<file path="src/rtl/cksum_update_pkg.sv">
// Shared types for the checksum-update stage: FSM states and the WAIT timer width.
// Also supplies the bus-width macros normally provided by def.svh when it is not in scope.
`ifndef HDR_MAX_LEN
`define HDR_MAX_LEN 64
`endif
`ifndef BYTE_BUS
`define BYTE_BUS 7:0
`endif
`ifndef ADDR_BUS
`define ADDR_BUS 7:0
`endif
`ifndef DATA_BUS
`define DATA_BUS 7:0
`endif

package cksum_update_pkg;
  typedef enum logic [2:0] {
    IDLE,
    ZERO,
    START,
    WAIT,
    WRITE,
    OUT
  } state_t;

  localparam int TMR_W = 8;
endpackage

</file>
<file path="src/rtl/cksum.sv">
// Internet checksum engine: one's-complement sum of 16-bit big-endian words
// over hdr[field_start +: field_len], one word per cycle; result is ~sum.
module cksum
  import cksum_update_pkg::*;
#(
  parameter int HDR_LEN = `HDR_MAX_LEN
) (
  input  logic                 clk,
  input  logic                 rst,
  input  logic                 start,
  input  logic [HDR_LEN*8-1:0] hdr,
  input  logic [`ADDR_BUS]     field_start,
  input  logic [`DATA_BUS]     field_len,
  output logic                 ready,
  output logic [15:0]          val
);

  logic             busy;
  logic [`ADDR_BUS] ptr;
  logic [`ADDR_BUS] ptr_lo;
  logic [`DATA_BUS] left;
  logic [15:0]      acc;
  logic [15:0]      word;

  // End-around-carry addition keeps the accumulator in 16 bits.
  function automatic logic [15:0] add1c(input logic [15:0] a, input logic [15:0] b);
    logic [16:0] s;
    s = {1'b0, a} + {1'b0, b};
    return s[15:0] + {15'd0, s[16]};
  endfunction

  function automatic logic [7:0] byte_at(input logic [HDR_LEN*8-1:0] h,
                                         input logic [`ADDR_BUS] idx);
    logic [7:0] b;
    b = '0;
    for (int i = 0; i < HDR_LEN; i++) begin
      if (int'(idx) == i) b = h[i*8 +: 8];
    end
    return b;
  endfunction

  always_comb begin
    ptr_lo = ptr + 8'd1;
    word   = {byte_at(hdr, ptr), byte_at(hdr, ptr_lo)};
  end

  always_ff @(posedge clk) begin
    if (rst) begin
      busy  <= 1'b0;
      ready <= 1'b1;
      val   <= '0;
      ptr   <= '0;
      left  <= '0;
      acc   <= '0;
    end else if (start) begin
      busy  <= 1'b1;
      ready <= 1'b0;
      ptr   <= field_start;
      left  <= field_len;
      acc   <= '0;
    end else if (busy) begin
      if (left == '0) begin
        busy  <= 1'b0;
        ready <= 1'b1;
        val   <= ~acc;
      end else begin
        acc  <= add1c(acc, word);
        ptr  <= ptr + 8'd2;
        left <= left - 8'd2;
      end
    end
  end

endmodule

</file>
<file path="src/rtl/cksum_update.sv">
// Checksum-update stage: validates the slot/field, zeroes the slot, runs cksum
// and writes the result big-endian. Optional verify mode: CKSUM_UPDATE_VERIFY_EN.
module cksum_update
  import cksum_update_pkg::*;
#(
  parameter int HDR_LEN     = `HDR_MAX_LEN,
  parameter int TIMEOUT_CYC = 255
) (
  input  logic                 clk,
  input  logic                 rst,
  input  logic                 valid_i,
  output logic                 ready_o,
  input  logic [HDR_LEN*8-1:0] pkt_hdr_i,
  input  logic [`ADDR_BUS]     field_start_i,
  input  logic [`DATA_BUS]     field_len_i,
  input  logic [`ADDR_BUS]     cksum_pos_i,
`ifdef CKSUM_UPDATE_VERIFY_EN
  input  logic                 verify_i,
  output logic                 bad_o,
`endif
  output logic                 valid_o,
  input  logic                 ready_i,
  output logic [HDR_LEN*8-1:0] pkt_hdr_o,
  output logic                 err_o
);

  state_t               state, state_nxt;
  logic [HDR_LEN*8-1:0] hdr_q;
  logic [`ADDR_BUS]     fs_q;
  logic [`DATA_BUS]     fl_q;
  logic [`ADDR_BUS]     pos_q;
  logic                 err_q;
  logic [TMR_W-1:0]     timer, timer_nxt;
  logic                 timeout;
  logic                 cks_kill;
  logic                 cks_start;
  logic                 cks_ready;
  logic [15:0]          cks_val;
  logic                 chk_fail;
  logic                 upd_in, upd_q;

`ifdef CKSUM_UPDATE_VERIFY_EN
  logic verify_q;
  logic bad_q;
  assign upd_in = ~verify_i;
  assign upd_q  = ~verify_q;
  assign bad_o  = bad_q;
`else
  assign upd_in = 1'b1;
  assign upd_q  = 1'b1;
`endif

  assign ready_o   = (state == IDLE) && rst;
  assign valid_o   = (state == OUT);
  assign pkt_hdr_o = hdr_q;
  assign err_o     = err_q;

  // Slot must be a 2-byte window fully inside an even-length, in-bounds field.
  always_comb begin
    chk_fail = field_len_i[0]
            || (field_len_i == '0)
            || (int'(field_start_i) + int'(field_len_i) > HDR_LEN)
            || (int'(cksum_pos_i) + 1 >= HDR_LEN)
            || (int'(cksum_pos_i) < int'(field_start_i))
            || (int'(cksum_pos_i) > int'(field_start_i) + int'(field_len_i) - 2);
  end

  always_comb begin
    timer_nxt = timer + 1'b1;
    timeout   = (timer_nxt == TMR_W'(TIMEOUT_CYC));
  end

  always_ff @(posedge clk) begin
    if (!rst) state <= IDLE;
    else      state <= state_nxt;
  end

  always_comb begin
    state_nxt = state;
    cks_start = 1'b0;
    case (state)
      IDLE:  if (valid_i) state_nxt = chk_fail ? OUT : (upd_in ? ZERO : START);
      ZERO:  state_nxt = START;
      START: begin
        cks_start = 1'b1;
        state_nxt = WAIT;
      end
      WAIT: begin
        if (cks_ready)    state_nxt = WRITE;
        else if (timeout) state_nxt = OUT;
      end
      WRITE: state_nxt = OUT;
      OUT:   if (ready_i) state_nxt = IDLE;
      default: state_nxt = IDLE;
    endcase
  end

  always_ff @(posedge clk) begin
    if (!rst) begin
      hdr_q    <= '0;
      fs_q     <= '0;
      fl_q     <= '0;
      pos_q    <= '0;
      err_q    <= 1'b0;
      timer    <= '0;
      cks_kill <= 1'b0;
    end else begin
      cks_kill <= 1'b0;
      case (state)
        IDLE: if (valid_i) begin
          hdr_q <= pkt_hdr_i;
          fs_q  <= field_start_i;
          fl_q  <= field_len_i;
          pos_q <= cksum_pos_i;
          err_q <= chk_fail;
        end
        ZERO: for (int i = 0; i < HDR_LEN; i++) begin
          if (i == int'(pos_q) || i == int'(pos_q) + 1) hdr_q[i*8 +: 8] <= 8'h00;
        end
        START: timer <= '0;
        WAIT: begin
          timer <= timer_nxt;
          if (!cks_ready && timeout) begin
            err_q    <= 1'b1;
            cks_kill <= 1'b1;
          end
        end
        WRITE: if (upd_q) begin
          for (int i = 0; i < HDR_LEN; i++) begin
            if (i == int'(pos_q))     hdr_q[i*8 +: 8] <= cks_val[15:8];
            if (i == int'(pos_q) + 1) hdr_q[i*8 +: 8] <= cks_val[7:0];
          end
        end
        OUT: if (ready_i) err_q <= 1'b0;
        default: ;
      endcase
    end
  end

`ifdef CKSUM_UPDATE_VERIFY_EN
  always_ff @(posedge clk) begin
    if (!rst) begin
      verify_q <= 1'b0;
      bad_q    <= 1'b0;
    end else begin
      case (state)
        IDLE:  if (valid_i) begin
          verify_q <= verify_i;
          bad_q    <= 1'b0;
        end
        WRITE: bad_q <= verify_q && (cks_val != 16'h0000);
        OUT:   if (ready_i) bad_q <= 1'b0;
        default: ;
      endcase
    end
  end
`endif

  // A timed-out engine is flushed for one cycle so it is idle for the next packet.
  cksum #(
    .HDR_LEN(HDR_LEN)
  ) u_cksum (
    .clk        (clk),
    .rst        (~rst | cks_kill),
    .start      (cks_start),
    .hdr        (hdr_q),
    .field_start(fs_q),
    .field_len  (fl_q),
    .ready      (cks_ready),
    .val        (cks_val)
  );

endmodule

</file>
<file path="config.mk">
export PLATFORM = sky130hd
export DESIGN_NAME = cksum_update
export DESIGN_NICKNAME = d
export VERILOG_FILES = /design/src/rtl/cksum_update_pkg.sv /design/src/rtl/cksum.sv /design/src/rtl/cksum_update.sv
export SDC_FILE = /design/constraint.sdc
export NUM_CORES = 2
export LEC_CHECK = 0
export ABC_AREA = 1
export CAP_MARGIN = 20
export CELL_PAD_IN_SITES_DETAIL_PLACEMENT = 1
export CELL_PAD_IN_SITES_GLOBAL_PLACEMENT = 1
export CORE_AREA = 2 2 415 417
export DETAILED_ROUTE_END_ITERATION = 6
export DIE_AREA = 0 0 417 419
export PLACE_DENSITY = 0.77
export SLEW_MARGIN = 20
export SYNTH_ARGS = -nofsm -noshare
export SYNTH_HDL_FRONTEND = slang
export SYNTH_HIERARCHICAL = 1
export SYNTH_SLANG_ARGS = --single-unit
</file>
<file path="constraint.sdc">
create_clock -name clk -period 7.3 [get_ports clk]
set_input_delay 1.095 -clock clk [delete_from_list [all_inputs] [get_ports clk]]
set_output_delay 1.095 -clock clk [all_outputs]
set_load 0.05 [all_outputs]
</file>
==> flow_metrics.py <==
metrics = {
    "run_status": {
        "status": "finished, violations left",
        "violations": "setup timing",
    },
    "routing": {
        "drt_first_pass_iters": 6,
        "routed-via-count": 63550,
        "antenna_left": 0,
        "wirelength_um": 364800,
        "avgViaCountPerCell": 5.674,
        "drc": 0,
        "drt_iter0_drc": 6891,
        "wl_per_cell_um": 32.58,
    },
    "worst_setup_path": {
        "r2r-end": "u_cksum/acc[14]$_SDFFE_PP0P_",
        "crit_path_end_kind": "flop",
        "worst_path_most_repeated_cell": "nand2_1",
        "max_stage_delay_ns": 0.37,
        "r2r_setup_slack_ns": -1.75,
        "crit_cells": 65,
        "startpoint_type": "flop",
        "crit_end": "u_cksum/acc[14]$_SDFFE_PP0P_",
        "crit_buf_inv": 9,
        "cp.required_ns": 7.89,
        "path_max_fanout": 5,
        "rr_startpoint": "u_cksum/ptr[0]$_SDFFE_PP0P_",
        "critPathKind": "flop to flop",
        "slowest_stage": "dfxtp_4",
        "worstPathArrival_ns": 9.64,
        "crit_family": "simple AND/OR/NAND/NOR gates",
        "ff2ff_path_depth": 65,
        "crit_start": "u_cksum/ptr[0]$_SDFFE_PP0P_",
    },
    "clock_tree": {
        "cts_root_buf": "clkbuf_16",
        "clk_latency_ns": 0.73,
        "cts_sinks": 599,
        "path_clk_slew_ns": 0.06,
        "cts_tree": "built",
        "cts_max_level": 3,
        "cts_buffer_depth": 3,
        "numCtsBuffers": 78,
    },
    "global_routing": {
        "overflow": 0,
        "grt_pass1_wl_um": 493400,
        "grt_use_total": 0.3970,
        "grt_antenna_before_repair": 74,
        "grt_max_degree": 188,
        "grt_pass1_vias": 62510,
    },
    "synth": {
        "netlist_area_um2": 43880,
        "ys.flop_type": "dfxtp_1",
        "ys_seq_area_frac": 0.2733,
        "ys_ff_latch": 599,
        "synth_top_area_share": 0.2733,
        "synth-warning-count": 6,
        "synth_nets": 8058,
        "ys_async_sr_fraction": 0,
        "synth_top_cell_by_area": "dfxtp_1",
        "synthCells": 7470,
        "ys_types": 59,
        "synth.area.top_cells": "dfxtp_1 (27%), a21oi_1 (18%), nand2_1 (15%), o21ai_0 (12%), inv_1 (7.5%)",
        "synth-edff-count": 0,
        "synth_area_per_cell_um2": 5.875,
    },
    "sta": {
        "hold_viol_final": 0,
        "fin_skew_ns": 0.04197,
        "fin_crit_ns": 9.050,
        "max_slew_margin": 0.1517,
        "finalCritPeriodShare": 1.240,
        "worst_slack_ns": -1.750,
        "whs_ns": 0.4665,
        "setup_viol": 16,
        "clock.fmax_mhz": 110.5,
        "finalMaxSlewViolations": 0,
        "tightest_slew_ns": 1.272,
        "rsz0062_at_grt": "true",
    },
    "run": {
        "max-cap-violations": 0,
    },
    "floorplan": {
        "io_pins": 1055,
        "dieWidth_um": 417,
        "rows": 152,
        "coreArea_um2": 170600,
        "dieArea_um2": 174700,
        "dieHeight_um": 419,
        "start_util": 0.2572,
    },
    "power": {
        "p_leak_nw": 26.58,
        "powerDensity_nw_per_um2": 489.9,
        "peakVddDrop_uv": 439.2,
        "p_total_mw": 31.86,
    },
    "place": {
        "port_buffers": 1054,
        "hpwl_um": 279400,
        "place.gp.congestion": 1.023,
        "dp_slack_ns": -2.403,
    },
    "final_layout": {
        "largest_reg_flops": 512,
        "fin_nets": 9441,
        "area_growth_pct": 48.17,
        "drive_above_1_share": 0.1511,
    },
    "worst_hold_path": {
        "min-delay-path-class": "flop to flop",
    },
}
## worst reg2reg max path, delay by kind of cell, from the launching register on
family	cells	cell delay, ns
and+or+nand+nor	43	5.30
adders and majority gates	3	0.72
DFF	1	0.37
AOI/OAI and AO/OA	10	1.42
buffers and inverters	9	1.12
## synth_stat cells (3+ instances only)
master     instances
buf_2             34
nor2_8             4
a211oi_1          17
xnor2_1            4
a21oi_1         1606
nor2_4             5
nor4_1             5
a22oi_1            4
or2_0              7
nand3b_1           8
o21ai_0         1014
nor3_1            13
xor2_1            35
buf_4             14
nand2_1         1784
nor2_2            12
nand4_1           70
or2_2            129
nand4_2            5
ha_1              46
inv_1            873
a31oi_1           15
a211o_1           24
o22ai_1            3
dfxtp_1          599
o211ai_1          56
o21ai_1            9
o2111ai_1          4
buf_6              5
nor2_1           300
nand3_2            8
nand3_1          237
clkinv_1           5
o21bai_1           3
nand2_2           48
clkbuf_1         324
o31ai_4            9
buf_1             63
inv_2             41
## layout make-up
cell class | count | area (µm²)
clock buffers | 101 | 2180
multi-input cells | 5512 | 27770
inverters | 919 | 3487
flip-flops and latches | 599 | 12040
clock inverters | 38 | 543.0
repair buffers | 1743 | 16070
well taps | 2233 | 2794
diodes | 55 | 137.6
fillers | 21860 | 105600
## stage by stage
stage / cells / cell area [µm²] / utilization / setup TNS, ns
floorplan: 7470 / 43990 / - / -0.04451
global placement: 10950 / 60590 / 0.3552 / -30.61
detailed placement: 10950 / 60590 / 0.3552 / -30.65
CTS: 11120 / 64410 / 0.3775 / -14.28
global route: 11190 / 64990 / 0.3810 / -26.64
finish: 11200 / 65020 / 0.3812 / -20.31
## worst min path at each step
stage                          from                    to  slack [ns]  depth (start not counted)
2_1_floorplan  fl_q[1]$_SDFFE_PN0P_  fl_q[1]$_SDFFE_PN0P_        0.44                          2
3_3_place_gp   fl_q[5]$_SDFFE_PN0P_  fl_q[5]$_SDFFE_PN0P_        0.46                          2
3_5_place_dp   fs_q[4]$_SDFFE_PN0P_  fs_q[4]$_SDFFE_PN0P_        0.46                          2
4_1_cts        fs_q[4]$_SDFFE_PN0P_  fs_q[4]$_SDFFE_PN0P_        0.46                          2
5_1_grt        fs_q[0]$_SDFFE_PN0P_  fs_q[0]$_SDFFE_PN0P_        0.50                          2
6_report       fs_q[4]$_SDFFE_PN0P_  fs_q[4]$_SDFFE_PN0P_        0.47                          2
## logic make-up after synthesis
logic type / count (synthesis) / share of synthesized area
fa+ha+maj: 48 / 0.01403
flops: 599 / 0.2733
buf+inv: 1359 / 0.1193
simple gates: 2647 / 0.2566
compound gates: 2778 / 0.3291
xor+xnor: 39 / 0.007783
## per-layer routing
layer  GRT usage  routed length, µm
met1      0.4602             137300
met2      0.6330             164900
met3     0.09043              30180
met4      0.3100              32280
met5           0                140
## power breakdown
group | internal, mW | switching (mW)
registers | 4.38 | 1.92
clock network | 2.53 | 1.80
logic | 5.85 | 15.4
total | 12.8 | 19.1
## layout by cell type, fill, tap and decap left out, drive strengths merged, types with 2 or more instances in the layout
| cell | n |
|---|---|
| a21oi | 1607 |
| o21bai | 3 |
| or2 | 137 |
| a221oi | 2 |
| o2111ai | 4 |
| o221ai | 2 |
| xnor2 | 4 |
| inv | 918 |
| nand2 | 1833 |
| a211oi | 17 |
| a22oi | 4 |
| o31ai | 12 |
| clkinv | 21 |
| diode | 55 |
| clkinvlp | 6 |
| clkbuf | 101 |
| nor4 | 5 |
| nor2 | 321 |
| xor2 | 35 |
| ha | 46 |
| o22ai | 3 |
| a211o | 24 |
| o21ai | 1025 |
| nor3 | 16 |
| nand4 | 77 |
| nand3 | 247 |
| buf | 690 |
| o211ai | 56 |
| nand3b | 8 |
| clkdlybuf4s50 | 1053 |
| a31oi | 15 |
| bufinv | 12 |
| o32ai | 2 |
| dfxtp | 599 |
| fa | 2 |
## what timing repair did
item / CTS / global route
resized for setup: 227 / 92
pin swaps: 107 / 104
setup buffers: 42 / 25
endpoints found under the hold margin: 0 / 0
setup endpoints to repair: 16 / 16
hold buffers: 0 / 0
No activity file was read; power rests on OpenSTA's default activity.
